--- config.mk ---
export PLATFORM = sky130hd
export DESIGN_NAME = mem_arb_flat
export DESIGN_NICKNAME = d
export VERILOG_FILES = /design/src/rtl/mem_arb_pkg.sv /design/src/rtl/mem_arb_if.sv /design/src/rtl/mem_arb_arb_2way.sv /design/src/rtl/mem_arb.sv /design/src/flat_wrapper.sv
export SDC_FILE = /design/constraint.sdc
export NUM_CORES = 1
export LEC_CHECK = 0
export BUFFER_PORTS_ARGS = -buffer_cell sky130_fd_sc_hd__buf_2
export CAP_MARGIN = 25
export CORE_ASPECT_RATIO = 0.5
export CORE_MARGIN = 4
export CORE_UTILIZATION = 46
export DETAILED_ROUTE_END_ITERATION = 8
export PLACE_DENSITY = 0.87
export SLEW_MARGIN = 20
export SYNTH_ARGS = -nofsm -noshare
export SYNTH_HDL_FRONTEND = slang
export SYNTH_HIERARCHICAL = 1
export SYNTH_SLANG_ARGS = --single-unit
--- constraint.sdc ---
create_clock -name clk -period 2.97 [get_ports clk]
set_input_delay 0.1485 -clock clk [delete_from_list [all_inputs] [get_ports clk]]
set_output_delay 0.1485 -clock clk [all_outputs]
set_load 0.005 [all_outputs]
--- src/rtl/mem_arb_pkg.sv ---
`default_nettype none
// ============================================================================
// Module      : mem_arb_pkg
// Description : Shared definitions for the two-master memory arbiter:
//               default bus widths, master id constants and the FSM state
//               encoding.
// Ports       : none (package)
// Revision    : 1.0 - initial release
// ============================================================================
package mem_arb_pkg;

  localparam int unsigned c_ADDR_W_DEFAULT = 32;
  localparam int unsigned c_DATA_W_DEFAULT = 32;

  // Master identifiers; also the value held in the grant-id register.
  typedef logic master_id_t;
  localparam master_id_t c_M0 = 1'b0;  // instruction fetch
  localparam master_id_t c_M1 = 1'b1;  // load/store

  // Arbiter FSM: one transaction in flight at a time.
  typedef enum logic [1:0] {
    IDLE = 2'd0,
    REQ  = 2'd1,
    RESP = 2'd2
  } state_e;

endpackage
`default_nettype wire

--- src/rtl/mem_arb_if.sv ---
`default_nettype none
// ============================================================================
// Module      : mem_arb_if
// Description : Request/response memory port. The "master" modport is the
//               side that issues requests; the "slave" modport accepts them.
// Ports       : req_valid/req_ready  request handshake
//               addr/wen/wdata/wmask request payload (wmask = DATA_W/8 bits)
//               resp_valid/resp_ready response handshake, rdata payload
// Revision    : 1.0 - initial release
// ============================================================================
interface mem_arb_if
  import mem_arb_pkg::*;
#(
  parameter int ADDR_W = c_ADDR_W_DEFAULT,
  parameter int DATA_W = c_DATA_W_DEFAULT
);

  logic                  req_valid;
  logic                  req_ready;
  logic [ADDR_W-1:0]     addr;
  logic                  wen;
  logic [DATA_W-1:0]     wdata;
  logic [DATA_W/8-1:0]   wmask;
  logic                  resp_valid;
  logic                  resp_ready;
  logic [DATA_W-1:0]     rdata;

  modport master (
    output req_valid, addr, wen, wdata, wmask, resp_ready,
    input  req_ready, resp_valid, rdata
  );

  modport slave (
    input  req_valid, addr, wen, wdata, wmask, resp_ready,
    output req_ready, resp_valid, rdata
  );

endinterface
`default_nettype wire

--- src/rtl/mem_arb_arb_2way.sv ---
`default_nettype none
// ============================================================================
// Module      : arb_2way
// Description : Two-requester grant logic. A lone requester always wins;
//               on a tie the pointer decides.
// Ports       : i_valid[1:0]  request valids (bit 1 = m1, bit 0 = m0)
//               i_prefer_m1   tie-break pointer (1 = m1 wins a tie)
//               o_grant[1:0]  one-hot grant, all-zero when nothing requests
// Revision    : 1.0 - initial release
// ============================================================================
module arb_2way (
  input  wire logic [1:0] i_valid,
  input  wire logic       i_prefer_m1,
  output logic      [1:0] o_grant
);

  assign o_grant[1] = i_valid[1] & (~i_valid[0] |  i_prefer_m1);
  assign o_grant[0] = i_valid[0] & (~i_valid[1] | ~i_prefer_m1);

endmodule
`default_nettype wire

--- src/rtl/mem_arb.sv ---
`default_nettype none
// ============================================================================
// Module      : mem_arb
// Description : Arbitrates two masters (m0 = IFU, m1 = LSU) onto a single
//               memory port, one transaction outstanding at a time.
//               IDLE grants combinationally and latches the winner's
//               request, REQ replays it to memory from registers, RESP
//               routes the memory response back to the granted master.
// Ports       : clk  clock, all state on rising edge
//               rst  asynchronous active-low reset
//               m0   master 0 port (slave modport)
//               m1   master 1 port (slave modport)
//               s    memory-side port (master modport)
// Config      : MEM_ARB_RR_EN defined   -> round-robin on simultaneous
//                                          requests
//               MEM_ARB_RR_EN undefined -> fixed priority, m1 wins
// Revision    : 1.0 - initial release
// ============================================================================
module mem_arb
  import mem_arb_pkg::*;
#(
  parameter int ADDR_W = c_ADDR_W_DEFAULT,
  parameter int DATA_W = c_DATA_W_DEFAULT
) (
  input  wire logic  clk,
  input  wire logic  rst,
  mem_arb_if.slave   m0,
  mem_arb_if.slave   m1,
  mem_arb_if.master  s
);

  localparam int c_MASK_W = DATA_W / 8;

  state_e              r_state;
  state_e              w_state_nxt;
  master_id_t          r_gid;
  logic [ADDR_W-1:0]   r_addr;
  logic                r_wen;
  logic [DATA_W-1:0]   r_wdata;
  logic [c_MASK_W-1:0] r_wmask;

  logic [1:0]          w_grant;
  logic                w_prefer_m1;
  logic                w_accept;
  master_id_t          w_win_id;

  // --------------------------------------------------------------------------
  // Tie-break pointer
  // --------------------------------------------------------------------------
`ifdef MEM_ARB_RR_EN
  logic r_prefer_m1;

  // After m0 is served m1 is preferred next, and vice versa.
  always_ff @(posedge clk or negedge rst) begin
    if (!rst) begin
      r_prefer_m1 <= 1'b1;
    end else if (w_accept) begin
      r_prefer_m1 <= (w_win_id == c_M0);
    end
  end

  assign w_prefer_m1 = r_prefer_m1;
`else
  assign w_prefer_m1 = 1'b1;
`endif

  arb_2way u_arb (
    .i_valid     ({m1.req_valid, m0.req_valid}),
    .i_prefer_m1 (w_prefer_m1),
    .o_grant     (w_grant)
  );

  assign w_win_id = w_grant[1] ? c_M1 : c_M0;

  // --------------------------------------------------------------------------
  // State register
  // --------------------------------------------------------------------------
  always_ff @(posedge clk or negedge rst) begin
    if (!rst) begin
      r_state <= IDLE;
    end else begin
      r_state <= w_state_nxt;
    end
  end

  // --------------------------------------------------------------------------
  // Latched request and grant id
  // --------------------------------------------------------------------------
  always_ff @(posedge clk or negedge rst) begin
    if (!rst) begin
      r_gid   <= c_M0;
      r_addr  <= '0;
      r_wen   <= 1'b0;
      r_wdata <= '0;
      r_wmask <= '0;
    end else if (w_accept) begin
      r_gid   <= w_win_id;
      r_addr  <= (w_win_id == c_M1) ? m1.addr  : m0.addr;
      r_wen   <= (w_win_id == c_M1) ? m1.wen   : m0.wen;
      r_wdata <= (w_win_id == c_M1) ? m1.wdata : m0.wdata;
      r_wmask <= (w_win_id == c_M1) ? m1.wmask : m0.wmask;
    end
  end

  // --------------------------------------------------------------------------
  // Next state and outputs
  // --------------------------------------------------------------------------
  always_comb begin
    w_state_nxt   = r_state;
    w_accept      = 1'b0;
    m0.req_ready  = 1'b0;
    m1.req_ready  = 1'b0;
    m0.resp_valid = 1'b0;
    m1.resp_valid = 1'b0;
    m0.rdata      = '0;
    m1.rdata      = '0;
    s.req_valid   = 1'b0;
    s.addr        = '0;
    s.wen         = 1'b0;
    s.wdata       = '0;
    s.wmask       = '0;
    s.resp_ready  = 1'b0;

    case (r_state)
      IDLE: begin
        // The grant is purely combinational, so it is qualified with the
        // (active-low) reset to keep req_ready low while reset is held.
        m0.req_ready = w_grant[0] & rst;
        m1.req_ready = w_grant[1] & rst;
        if (|w_grant) begin
          w_accept    = 1'b1;
          w_state_nxt = REQ;
        end
      end

      REQ: begin
        s.req_valid = 1'b1;
        s.addr      = r_addr;
        s.wen       = r_wen;
        s.wdata     = r_wdata;
        s.wmask     = r_wmask;
        if (s.req_ready) begin
          w_state_nxt = RESP;
        end
      end

      RESP: begin
        if (r_gid == c_M1) begin
          m1.resp_valid = s.resp_valid;
          m1.rdata      = s.rdata;
          s.resp_ready  = m1.resp_ready;
        end else begin
          m0.resp_valid = s.resp_valid;
          m0.rdata      = s.rdata;
          s.resp_ready  = m0.resp_ready;
        end
        if (s.resp_valid && s.resp_ready) begin
          w_state_nxt = IDLE;
        end
      end

      default: begin
        w_state_nxt = IDLE;
      end
    endcase
  end

endmodule
`default_nettype wire
--- src/flat_wrapper.sv ---
// flat-port wrapper written by rule: the top's interface ports become plain ports
module mem_arb_flat import mem_arb_pkg::*;
#(
  parameter int ADDR_W = c_ADDR_W_DEFAULT,
  parameter int DATA_W = c_DATA_W_DEFAULT
)
  (clk, rst, m0_req_valid, m0_addr, m0_wen, m0_wdata, m0_wmask, m0_resp_ready, m0_req_ready, m0_resp_valid, m0_rdata, m1_req_valid, m1_addr, m1_wen, m1_wdata, m1_wmask, m1_resp_ready, m1_req_ready, m1_resp_valid, m1_rdata, s_req_valid, s_addr, s_wen, s_wdata, s_wmask, s_resp_ready, s_req_ready, s_resp_valid, s_rdata);
  mem_arb_if #(.ADDR_W(ADDR_W), .DATA_W(DATA_W)) m0_i ();
  mem_arb_if #(.ADDR_W(ADDR_W), .DATA_W(DATA_W)) m1_i ();
  mem_arb_if #(.ADDR_W(ADDR_W), .DATA_W(DATA_W)) s_i ();
  input  wire logic clk;
  input  wire logic rst;
  input wire logic [$bits(m0_i.req_valid)-1:0] m0_req_valid;
  input wire logic [$bits(m0_i.addr)-1:0] m0_addr;
  input wire logic [$bits(m0_i.wen)-1:0] m0_wen;
  input wire logic [$bits(m0_i.wdata)-1:0] m0_wdata;
  input wire logic [$bits(m0_i.wmask)-1:0] m0_wmask;
  input wire logic [$bits(m0_i.resp_ready)-1:0] m0_resp_ready;
  output wire logic [$bits(m0_i.req_ready)-1:0] m0_req_ready;
  output wire logic [$bits(m0_i.resp_valid)-1:0] m0_resp_valid;
  output wire logic [$bits(m0_i.rdata)-1:0] m0_rdata;
  input wire logic [$bits(m1_i.req_valid)-1:0] m1_req_valid;
  input wire logic [$bits(m1_i.addr)-1:0] m1_addr;
  input wire logic [$bits(m1_i.wen)-1:0] m1_wen;
  input wire logic [$bits(m1_i.wdata)-1:0] m1_wdata;
  input wire logic [$bits(m1_i.wmask)-1:0] m1_wmask;
  input wire logic [$bits(m1_i.resp_ready)-1:0] m1_resp_ready;
  output wire logic [$bits(m1_i.req_ready)-1:0] m1_req_ready;
  output wire logic [$bits(m1_i.resp_valid)-1:0] m1_resp_valid;
  output wire logic [$bits(m1_i.rdata)-1:0] m1_rdata;
  output wire logic [$bits(s_i.req_valid)-1:0] s_req_valid;
  output wire logic [$bits(s_i.addr)-1:0] s_addr;
  output wire logic [$bits(s_i.wen)-1:0] s_wen;
  output wire logic [$bits(s_i.wdata)-1:0] s_wdata;
  output wire logic [$bits(s_i.wmask)-1:0] s_wmask;
  output wire logic [$bits(s_i.resp_ready)-1:0] s_resp_ready;
  input wire logic [$bits(s_i.req_ready)-1:0] s_req_ready;
  input wire logic [$bits(s_i.resp_valid)-1:0] s_resp_valid;
  input wire logic [$bits(s_i.rdata)-1:0] s_rdata;
  assign m0_i.req_valid = m0_req_valid;
  assign m0_i.addr = m0_addr;
  assign m0_i.wen = m0_wen;
  assign m0_i.wdata = m0_wdata;
  assign m0_i.wmask = m0_wmask;
  assign m0_i.resp_ready = m0_resp_ready;
  assign m0_req_ready = m0_i.req_ready;
  assign m0_resp_valid = m0_i.resp_valid;
  assign m0_rdata = m0_i.rdata;
  assign m1_i.req_valid = m1_req_valid;
  assign m1_i.addr = m1_addr;
  assign m1_i.wen = m1_wen;
  assign m1_i.wdata = m1_wdata;
  assign m1_i.wmask = m1_wmask;
  assign m1_i.resp_ready = m1_resp_ready;
  assign m1_req_ready = m1_i.req_ready;
  assign m1_resp_valid = m1_i.resp_valid;
  assign m1_rdata = m1_i.rdata;
  assign s_req_valid = s_i.req_valid;
  assign s_addr = s_i.addr;
  assign s_wen = s_i.wen;
  assign s_wdata = s_i.wdata;
  assign s_wmask = s_i.wmask;
  assign s_resp_ready = s_i.resp_ready;
  assign s_i.req_ready = s_req_ready;
  assign s_i.resp_valid = s_resp_valid;
  assign s_i.rdata = s_rdata;
  mem_arb #(.ADDR_W(ADDR_W), .DATA_W(DATA_W)) u_core (.clk(clk), .rst(rst), .m0(m0_i), .m1(m1_i), .s(s_i));
endmodule
* Word-level counts from Yosys, hierarchy flattened
Cells that the tools add are included.
** Storage, ports and cells
- Register bits :: 72
- Input bits :: 178
- Output and inout port bits :: 139
** Operators by class
- Equal/unequal tests :: 5
- Muxes and demuxes :: 29
- Bitwise operators :: 4
- Reduce and logical (&&, ||, !) cells :: 4
** Operators by type and width (number)
- 32-bit two-way mux :: 8
- 1-bit two-way mux :: 15
- 4-bit two-way mux :: 2
- 2-bit two-way mux :: 3
- 2-bit case mux with 3 select lines :: 1
- 2-bit by 1-bit inequality test with 1-bit output, second input constant :: 2
- 1-bit AND :: 3
- 3-bit AND reduction :: 1
- 2-bit by 1-bit equality test with 1-bit output, second input constant :: 1
- 2-bit equality test, second input constant :: 1
- 2-bit logical NOT :: 1
- 2-bit inequality test, second input constant :: 1
- 2-bit OR reduction :: 1
- 1-bit logical AND :: 1
- 1-bit NOT :: 1

* Longest topological paths before layout
Gate-level depths: netlist of run 1.
- Depth after elaboration :: 5
- Depth in mapped cells :: 7
- Depth with buffers taken out :: 4

* Modules after synthesis
Netlist of run 1, hierarchy kept.
** Modules (own cells, without submodules)
- mem_arb :: instances 1, cells each 394, area an instance 4749.6 µm², sequential area each 1801.7 µm²
- arb_2way :: instances 1, cells each 3, area an instance 18.8 µm², sequential area each 0.0 µm²

* Least setup slack after synthesis of run 1
Ideal clock, no wire load.
- Path type :: register to register
- From :: reg u_core.r_state[0]
- To :: reg u_core.r_addr[0]
- Library setup time :: 0.125 ns
- Arrival :: 1.263 ns
- Required time :: 2.845 ns
- Slack :: 1.582 ns
- Cell stages (with the launch flop) :: 6
- Period minus slack after synthesis :: 1.388 ns
- Cells stage by stage :: dfrtp_1 > nor2_2 > o21a_1 > buf_6 > buf_6 > mux2_4
** Between the ends
- Cells in the longest elaborated chain, start to end :: 2
** Ends and longest elaborated chain
- start, declared :: RTL line mem_arb.sv:34 : state_e r_state;
- start signal, assigned :: RTL line mem_arb.sv:82 : r_state <= w_state_nxt;
- 2-bit logical NOT :: RTL line mem_arb.sv:124 : case (r_state)
- 1-bit two-way mux :: RTL line mem_arb.sv:124
- end signal, assigned :: RTL line mem_arb.sv:98 : r_addr <= (w_win_id == c_M1) ? m1.addr : m0.addr;
- end, declared :: RTL line mem_arb.sv:37 : logic [ADDR_W-1:0] r_addr;
No other way between the ends.
A chain may end at the register's enable or synchronous reset.

* Worst setup path after layout of run 1
- From :: reg u_core.r_state[1]
- To :: reg u_core.r_addr[24]
The elaborated chain is that of the path after synthesis.

==> results.toml, run 1 <==
[run_status]
outcome = "finished clean"

[synth]
yosys.cell_types.count = 22
post_synth_instance_area_um2 = 4770
syn_area_per_cell_um2 = 12.0
async_reset_ff_share_pct = 100
syn_inst = 397
dominant_register_cell_in_the_synthesized_netlist = "dfrtp_1"
yosys_register_bits = 72
synth_enable_flop_cells = 0
yosysSeqAreaShare_pct = 37.8
synth_warnings = 6

[sta]
tns_ns = 0
worst_slew_pin_slew_ns = 0.911
final-setup-viol-count = 0
rsz0062_at_grt = "no"
slew_violations = 0
fin_crit_ns = 2.03
worst_relative_slew_slack_pct = 39.2
max_clock_freq_mhz = 494
final_min_period_over_clock_period_pct = 68.2
layout_setup_ws_ns = 0.944
timing.clock.skew_ns = 0.00622
finalHoldViolCount = 0

[global_route]
vias_in_the_first_global_route = 4254
grt_overflow = 0
maximum_number_of_pins_on_one_net_before_global_route_repair = 72
grt_use_total_pct = 22.9
grt_first_pass_wirelength_um = 22100
initial_antenna_violation_count = 0

[power]
irDropWorstVdd_v = 0.000462
reported_leakage_power_nw = 3.74
power.density_cell_area_nw_per_um2 = 844
fin_total_pwr_mw = 5.68

[critical_path]
worst_path_largest_cell_delay_ns = 0.53
cpMaxStageDelayCell = "o21a_4"
timing.setup.critical_path_class = "flip-flop to flip-flop"
worst-endpoint-arrival_ns = 2.23
timing.critical_path.to_type = "flip-flop"
path_cells = "nor2_2 -> o21a_4 -> buf_4 -> mux2_4"
critical_path_peak_fanout = 27
required_ns = 3.17
worst_setup_path_start_kind = "flip-flop"

[die]
design.core.area_um2 = 9760
floorplan.die.width_um = 152
initial_core_utilization_pct = 48.9
rows = 25
die_y_um = 80.0
die_area_um2 = 12200
io_pins = 317

[final_layout]
post_route_cells_drive_above_1_share_pct = 67.8
fin_nets = 882
n_antenna_cell = 0
post_layout_nonfiller_instances = 843
syn2layout_area_growth_pct = 41.3

[clocking]
cts_buffers = 9
h-tree-depth = 3
post_cts_resized = 0
cts_hold_buf = 1
tritoncts = "done"
clock-root-buffer = "clkbuf_16"
post_cts_buffers = 0
cts.path.max_buffers = 2
cts_sinks = 72
clock_latency_ns = 0.32
cts.clk_slew.worst_paths_ns = 0.06

[place]
detailedPlacementHpwl_um = 11400
instance_count_after_placement_with_tap_cells_included = 827
pre_cts_slack_ns = 0.963
numPortBuffers = 316
gp_routability_congestion = 0.844

[routing]
num_vias = 3973
initialDrtViolationCount = 243
totalWireLength_um = 14400
viasPerCell = 4.71
dr.pass1.iters = 4
routed_wire_length_per_instance_um = 17.1
ant_nets = 0
detail_route.drc_violations = 0

[job]
cap_viol_max_count = 0

[worst_hold_path]
timing.hold.worst.class = "primary input to flip-flop"
cell families (layout without fill, tap and decap cells):
group	after synthesis	count (layout)	share of synthesized area (%)
flip-flops	72	72	37.8
AND/OR/NAND/NOR	146	146	18.9
other	1	2	0.0786
multiplexers	139	139	38.2
buffers and inverters	33	343	4.09
AO/OA/AOI/OAI	6	6	0.919
state kept, by name, indices dropped and copies added, names as in the netlist:
register        flops
u_core/r_addr      32
u_core/r_wdata     32
u_core/r_wmask      4
u_core/r_state      2
u_core/r_gid        1
u_core/r_wen        1
metal layers:
| layer | share of wire, % | vias up | GRT usage (%) |
|---|---|---|---|
| met4 | 0.94 | 0 | 4.75 |
| met5 | 0 | - | 0 |
| met2 | 54 | 117 | 43.1 |
| li1 | - | 1935 | - |
| met1 | 39 | 1907 | 27.2 |
| met3 | 6.1 | 14 | 5.14 |
worst max-delay path, delay by kind of cell, from the launching register on:
kind | cells | cell delay, ns
AO/OA/AOI/OAI | 1 | 0.53
multiplexers | 1 | 0.33
flip-flops | 1 | 0.43
buffers and inverters | 1 | 0.38
AND/OR/NAND/NOR | 1 | 0.22
worst paths after layout:
path,start,end,slack (ns),cells past startpoint
max,u_core/r_state[1]$_DFFE_PN0P_,u_core/r_addr[24]$_DFFE_PN0P_,0.94,4
min,s_req_ready,u_core/r_state[1]$_DFFE_PN0P_,0.06,3
max reg2reg,u_core/r_state[1]$_DFFE_PN0P_,u_core/r_addr[24]$_DFFE_PN0P_,0.94,4
min reg2reg,u_core/r_wdata[16]$_DFFE_PN0P_,u_core/r_wdata[16]$_DFFE_PN0P_,0.50,1
max in group asynchronous,rst,u_core/r_wdata[16]$_DFFE_PN0P_,1.75,3
min in group asynchronous,rst,u_core/r_addr[7]$_DFFE_PN0P_,0.25,2
area by class of cell:
type	instances	area, um^2
clock inverter	3	17.5
fill	774	3020
timing repair buffer	325	1680
inverter	3	11.3
sequential	72	1800
clock buffer	12	256
tap	135	169
multi-input combinational	293	2800
layout by cell type, fill, tap and decap left out:
cell and instances:
a21boi_0 1, clkbuf_8 2, a21o_1 1, clkbuf_16 9, mux2_2 69, and3_1 2
dfrtp_1 72, mux2i_1 1, nor2b_1 1, a22o_1 1, a21boi_4 1, nand2_1 2
o21ai_0 1, nor2_1 3, and2_1 135, nor2_2 1, nor2b_4 1, buf_12 2
inv_1 3, clkinvlp_4 1, clkinv_2 2, buf_2 315, nand2b_1 1, dlygate4sd3_1 1
o21a_4 1, clkbuf_1 1, mux2_4 69, buf_4 7, conb_1 2
synthesized netlist by cell type, types with 2 or more instances:
library cell / n / area (um^2)
buf_2: 9 / 45.0
mux2_4: 69 / 1040
and3_1: 2 / 12.5
inv_1: 3 / 11.3
clkbuf_1: 13 / 48.8
dfrtp_1: 72 / 1800
mux2_2: 69 / 777
nor2_1: 3 / 11.3
nor2b_1: 2 / 12.5
buf_6: 8 / 90.1
nand2_1: 2 / 7.51
and2_1: 135 / 845
through the flow:
step	utilization [%]	cell area (um^2)	hold WS, ns
finish	69.0	6740	0.0593
global placement	66.1	6450	0.0359
detailed placement	66.1	6450	0.0387
floorplan	-	4770	-0.147
global route	69.0	6740	0.0962
CTS	69.0	6740	0.0500
power by group:
part / internal [mW] / switching, mW
clock: 0.603 / 0.385
sequential: 1.50 / 0.282
combinational: 1.77 / 1.15
total: 3.87 / 1.82
Power figures use the tool's default switching activity.
==> inputs of run 2 (changes only) <==
--- a/config.mk
+++ b/config.mk
@@ -9,9 +9,9 @@
 export CAP_MARGIN = 25
 export CORE_ASPECT_RATIO = 0.5
 export CORE_MARGIN = 4
-export CORE_UTILIZATION = 46
+export CORE_UTILIZATION = 39
 export DETAILED_ROUTE_END_ITERATION = 8
-export PLACE_DENSITY = 0.87
+export PLACE_DENSITY = 0.78
 export SLEW_MARGIN = 20
 export SYNTH_ARGS = -nofsm -noshare
 export SYNTH_HDL_FRONTEND = slang
==> constraint.sdc (replaced) <==
create_clock -name clk -period 1.7 [get_ports clk]
set_input_delay 0.085 -clock clk [delete_from_list [all_inputs] [get_ports clk]]
set_output_delay 0.085 -clock clk [all_outputs]
set_load 0.005 [all_outputs]
==> results.toml, run 2 (synthesis gave the netlist of run 1 again) <==
[run_status]
outcome = "finished clean"

[sta]
tns_ns = 0
max_clock_freq_mhz = 615
slew_violations = 0
timing.clock.skew_ns = 0.00340
fin_crit_ns = 1.63
rsz0062_at_grt = "yes"
final_min_period_over_clock_period_pct = 95.6
final-setup-viol-count = 0
finalHoldViolCount = 0

[routing]
detail_route.drc_violations = 0
totalWireLength_um = 14100
viasPerCell = 4.54
initialDrtViolationCount = 149
num_vias = 3990
routed_wire_length_per_instance_um = 16.0
ant_nets = 0
dr.pass1.iters = 4

[final_layout]
fin_nets = 887
top_registers = "u_core/r_addr x32, u_core/r_wdata x32, u_core/r_wmask x4"
ff_latch_area_um2 = 1800
final_common_cell = "buf_2"
syn2layout_area_growth_pct = 45.3
final_cell_mix = "buf_2, and2_1, dfrtp_1"
multi_input_area_um2 = 2820
filler_cell_count_in_the_final_layout = 1032
post_route_cells_drive_above_1_share_pct = 68.5
n_antenna_cell = 0

[power]
reported_leakage_power_nw = 3.80
irDropWorstVdd_v = 0.000702
fin_total_pwr_mw = 10.2
power.density_cell_area_nw_per_um2 = 1480

[die]
floorplan.die.width_um = 164
initial_core_utilization_pct = 40.1
io_pins = 317
die_y_um = 86.2
rows = 28
die_area_um2 = 14200
design.core.area_um2 = 11900

[global_route]
vias_in_the_first_global_route = 4117
grt_use_total_pct = 18.6
grt_overflow = 0
maximum_number_of_pins_on_one_net_before_global_route_repair = 71
initial_antenna_violation_count = 0
grt_first_pass_wirelength_um = 20900

[place]
gp_routability_congestion = 0.787
numPortBuffers = 316
detailedPlacementHpwl_um = 11200

[clocking]
clock_latency_ns = 0.33
post_cts_buffers = 0
cts.path.max_buffers = 2
cts_buffers = 9
h-tree-depth = 3
cts_sinks = 72
clock-root-buffer = "clkbuf_16"
tritoncts = "done"
cts.clk_slew.worst_paths_ns = 0.06

[critical_path]
required_ns = 1.62
worst_setup_path_start_kind = "flip-flop"
timing.critical_path.to_type = "output port"
reg2reg_slack_ns = 0.14
timing.setup.critical_path_class = "flip-flop to output port"
critical_path_peak_fanout = 36
worst-endpoint-arrival_ns = 1.54

[job]
cap_viol_max_count = 0

[worst_hold_path]
timing.hold.worst.class = "primary input to flip-flop"
## run 2: where the power goes
group / internal, mW / switching, mW
Sequential: 2.61 / 0.509
Combinational: 3.22 / 2.05
Clock: 1.13 / 0.702
Total: 6.96 / 3.26
## run 2: metrics by stage
stage	instance area (um^2)	hold slack [ns]	setup WS [ns]	utilization (%)	cells
floorplan	4770	-0.211	0.312	-	398
global placement	6600	-0.0993	0.229	55.5	861
detailed placement	6600	-0.0971	0.192	55.5	861
CTS	6910	0.00353	0.0557	58.2	878
global route	6930	0.0340	-0.0402	58.3	879
finish	6930	0.00890	0.0740	58.3	879
## run 2: layer usage
layer | GRT usage [%] | wire (um) | vias to the layer above
li1 | - | - | 1953
met4 | 5.21 | 230 | 0
met3 | 3.75 | 715 | 17
met1 | 20.7 | 5490 | 1897
met5 | 0 | 0 | -
met2 | 36.1 | 7630 | 123
## run 2: layout make-up
class,instances,share of cell area (%)
clock inverter,6,0.867
tap,165,2.98
multi-input combinational,293,40.7
clock buffer,10,3.31
inverter,3,0.163
timing repair buffer,330,26.0
sequential,72,26.0
## run 2: worst paths after layout
kind                                                   to                           from  cells after the start
setup / recovery                              s_wdata[15]  u_core/r_state[1]$_DFFE_PN0P_                      4
hold / removal              u_core/r_state[1]$_DFFE_PN0P_                    s_req_ready                      3
setup reg to reg            u_core/r_addr[11]$_DFFE_PN0P_  u_core/r_state[1]$_DFFE_PN0P_                      4
hold reg to reg             u_core/r_addr[25]$_DFFE_PN0P_  u_core/r_addr[25]$_DFFE_PN0P_                      1
max in group asynchronous   u_core/r_addr[24]$_DFFE_PN0P_                            rst                      3
min in group asynchronous  u_core/r_wdata[29]$_DFFE_PN0P_                            rst                      2
## run 2: worst max-delay path, stage by stage, from the launching register on
cell	delay (ns)
dfrtp_1	0.45
nor2b_4	0.15
buf_4	0.30
and2_1	0.19
buf_2	0.12
## run 2: timing repair
item                                    in CTS  in global routing
gates cloned                                 0                  1
endpoints found under the hold margin       72                  0
endpoints found under the setup margin      65                 56
hold buffers                                 1                  0
gates resized for setup                      4                  5
==> inputs of run 3 (changes only) <==
--- a/config.mk
+++ b/config.mk
@@ -11,6 +11,7 @@
 export CORE_MARGIN = 4
 export CORE_UTILIZATION = 39
 export DETAILED_ROUTE_END_ITERATION = 8
+export HOLD_SLACK_MARGIN = 0.08
 export PLACE_DENSITY = 0.78
 export SLEW_MARGIN = 20
 export SYNTH_ARGS = -nofsm -noshare
==> results.toml, run 3 (synthesis gave the netlist of run 1 again) <==
[run_status]
outcome = "finished clean"

[final_layout]
multi_input_area_um2 = 2820
utilization_pct = 58.4
filler_cell_count_in_the_final_layout = 1031
final_common_cell = "buf_2"
ff_latch_area_um2 = 1800
finalInstanceArea_um2 = 6940
n_antenna_cell = 0
syn2layout_area_growth_pct = 45.5
post_route_cells_drive_above_1_share_pct = 68.4
fin_nets = 888
final_cell_mix = "buf_2, and2_1, dfrtp_1"
top_registers = "u_core/r_addr x32, u_core/r_wdata x32, u_core/r_wmask x4"

[routing]
totalWireLength_um = 14000
initialDrtViolationCount = 159
viasPerCell = 4.53
dr.pass1.iters = 4
detail_route.drc_violations = 0
routed_wire_length_per_instance_um = 16.0
ant_nets = 0
num_vias = 3988

[sta]
finalHoldViolCount = 0
slew_violations = 0
final-setup-viol-count = 0
layout_setup_ws_ns = 0.0684
final_min_period_over_clock_period_pct = 96.0
holdWs_ns = 0.111
max_clock_freq_mhz = 613
rsz0062_at_grt = "yes"
fin_crit_ns = 1.63
timing.clock.skew_ns = 0.00364

[power]
reported_leakage_power_nw = 3.80
irDropWorstVdd_v = 0.000702
power.density_cell_area_nw_per_um2 = 1470
fin_total_pwr_mw = 10.2

[critical_path]
timing.critical_path.to_type = "output port"
critical_path_peak_fanout = 36
reg2reg_slack_ns = 0.15
timing.setup.critical_path_class = "flip-flop to output port"
worst_path_largest_cell_delay_ns = 0.45
required_ns = 1.62
worst_r2r_path_depth = 4
path_cells = "nor2b_4 -> buf_4 -> and2_1 -> buf_2"
worst-endpoint-arrival_ns = 1.55
worst_setup_path_start_kind = "flip-flop"
cpMaxStageDelayCell = "dfrtp_1"

[clocking]
clock_latency_ns = 0.33
cts_sinks = 72
cts.clk_slew.worst_paths_ns = 0.06
h-tree-depth = 3
tritoncts = "done"
cts.path.max_buffers = 2
cts_buffers = 9
clock-root-buffer = "clkbuf_16"

[die]
die_area_um2 = 14200
rows = 28
design.core.area_um2 = 11900
initial_core_utilization_pct = 40.1
die_y_um = 86.2
io_pins = 317
floorplan.die.width_um = 164

[global_route]
grt_use_total_pct = 18.6
maximum_number_of_pins_on_one_net_before_global_route_repair = 71
grt_overflow = 0
initial_antenna_violation_count = 0
vias_in_the_first_global_route = 4125
grt_first_pass_wirelength_um = 20900

[place]
pre_cts_slack_ns = 0.192
detailedPlacementHpwl_um = 11200
placed_cell_area_um2 = 6600
numPortBuffers = 316
gp_routability_congestion = 0.787

[worst_hold_path]
timing.hold.worst.class = "primary input to flip-flop"
min_delay_path_depth = 3

[job]
cap_viol_max_count = 0
-- run 3: cell count changes in the layout (fill, tap and decap cells not counted) --
cell           delta
dlygate4sd3_1     +1
-- run 3: timing repair --
action                                  4_1_cts  5_1_grt
resized for setup                             4        5
endpoints found under the setup margin       65       61
gates cloned                                  0        1
endpoints found under the hold margin        74        0
setup buffers                                 0        0
hold buffers                                  2        0
-- run 3: final timing paths --
check,startpoint,endpoint
max in group asynchronous,rst,u_core/r_addr[29]$_DFFE_PN0P_
min,m0_wdata[7],u_core/r_wdata[7]$_DFFE_PN0P_
max reg2reg,u_core/r_state[1]$_DFFE_PN0P_,u_core/r_addr[11]$_DFFE_PN0P_
min reg2reg,u_core/r_addr[25]$_DFFE_PN0P_,u_core/r_addr[25]$_DFFE_PN0P_
max,u_core/r_state[1]$_DFFE_PN0P_,s_addr[0]
min in group asynchronous,rst,u_core/r_wdata[29]$_DFFE_PN0P_
-- run 3: power by group --
group | leakage, nW | internal (mW) | switching [mW] | total, mW
logic | 2.82 | 3.23 | 2.05 | 5.27
registers | 0.845 | 2.61 | 0.508 | 3.12
clock network | 0.138 | 1.13 | 0.692 | 1.82
-- run 3: cell type report --
class	count	area share [%]
clock buffer	10	3.30
clock inverter	6	0.866
inverter	3	0.162
multi-input combinational	293	40.6
sequential	72	26.0
tap	165	2.98
timing repair buffer	331	26.1
-- run 3: worst max-delay path: cells and delay by family, from the launching register on --
family / cells / cell delay, ns
flops: 1 / 0.45
buf+inv: 2 / 0.41
simple gates: 2 / 0.34
-- run 3: per-layer routing --
metal	global-route usage, %	share of wire, %	wire length, um
met5	0	0	0
met3	3.80	5.1	722
met1	20.8	39	5490
met2	35.9	54	7600
met4	5.51	1.7	238
-- run 3: stage by stage --
stage	TNS, ns	cells
detailed placement	0	861
global route	-0.367	880
global placement	0	861
floorplan	0	398
CTS	0	879
finish	0	880
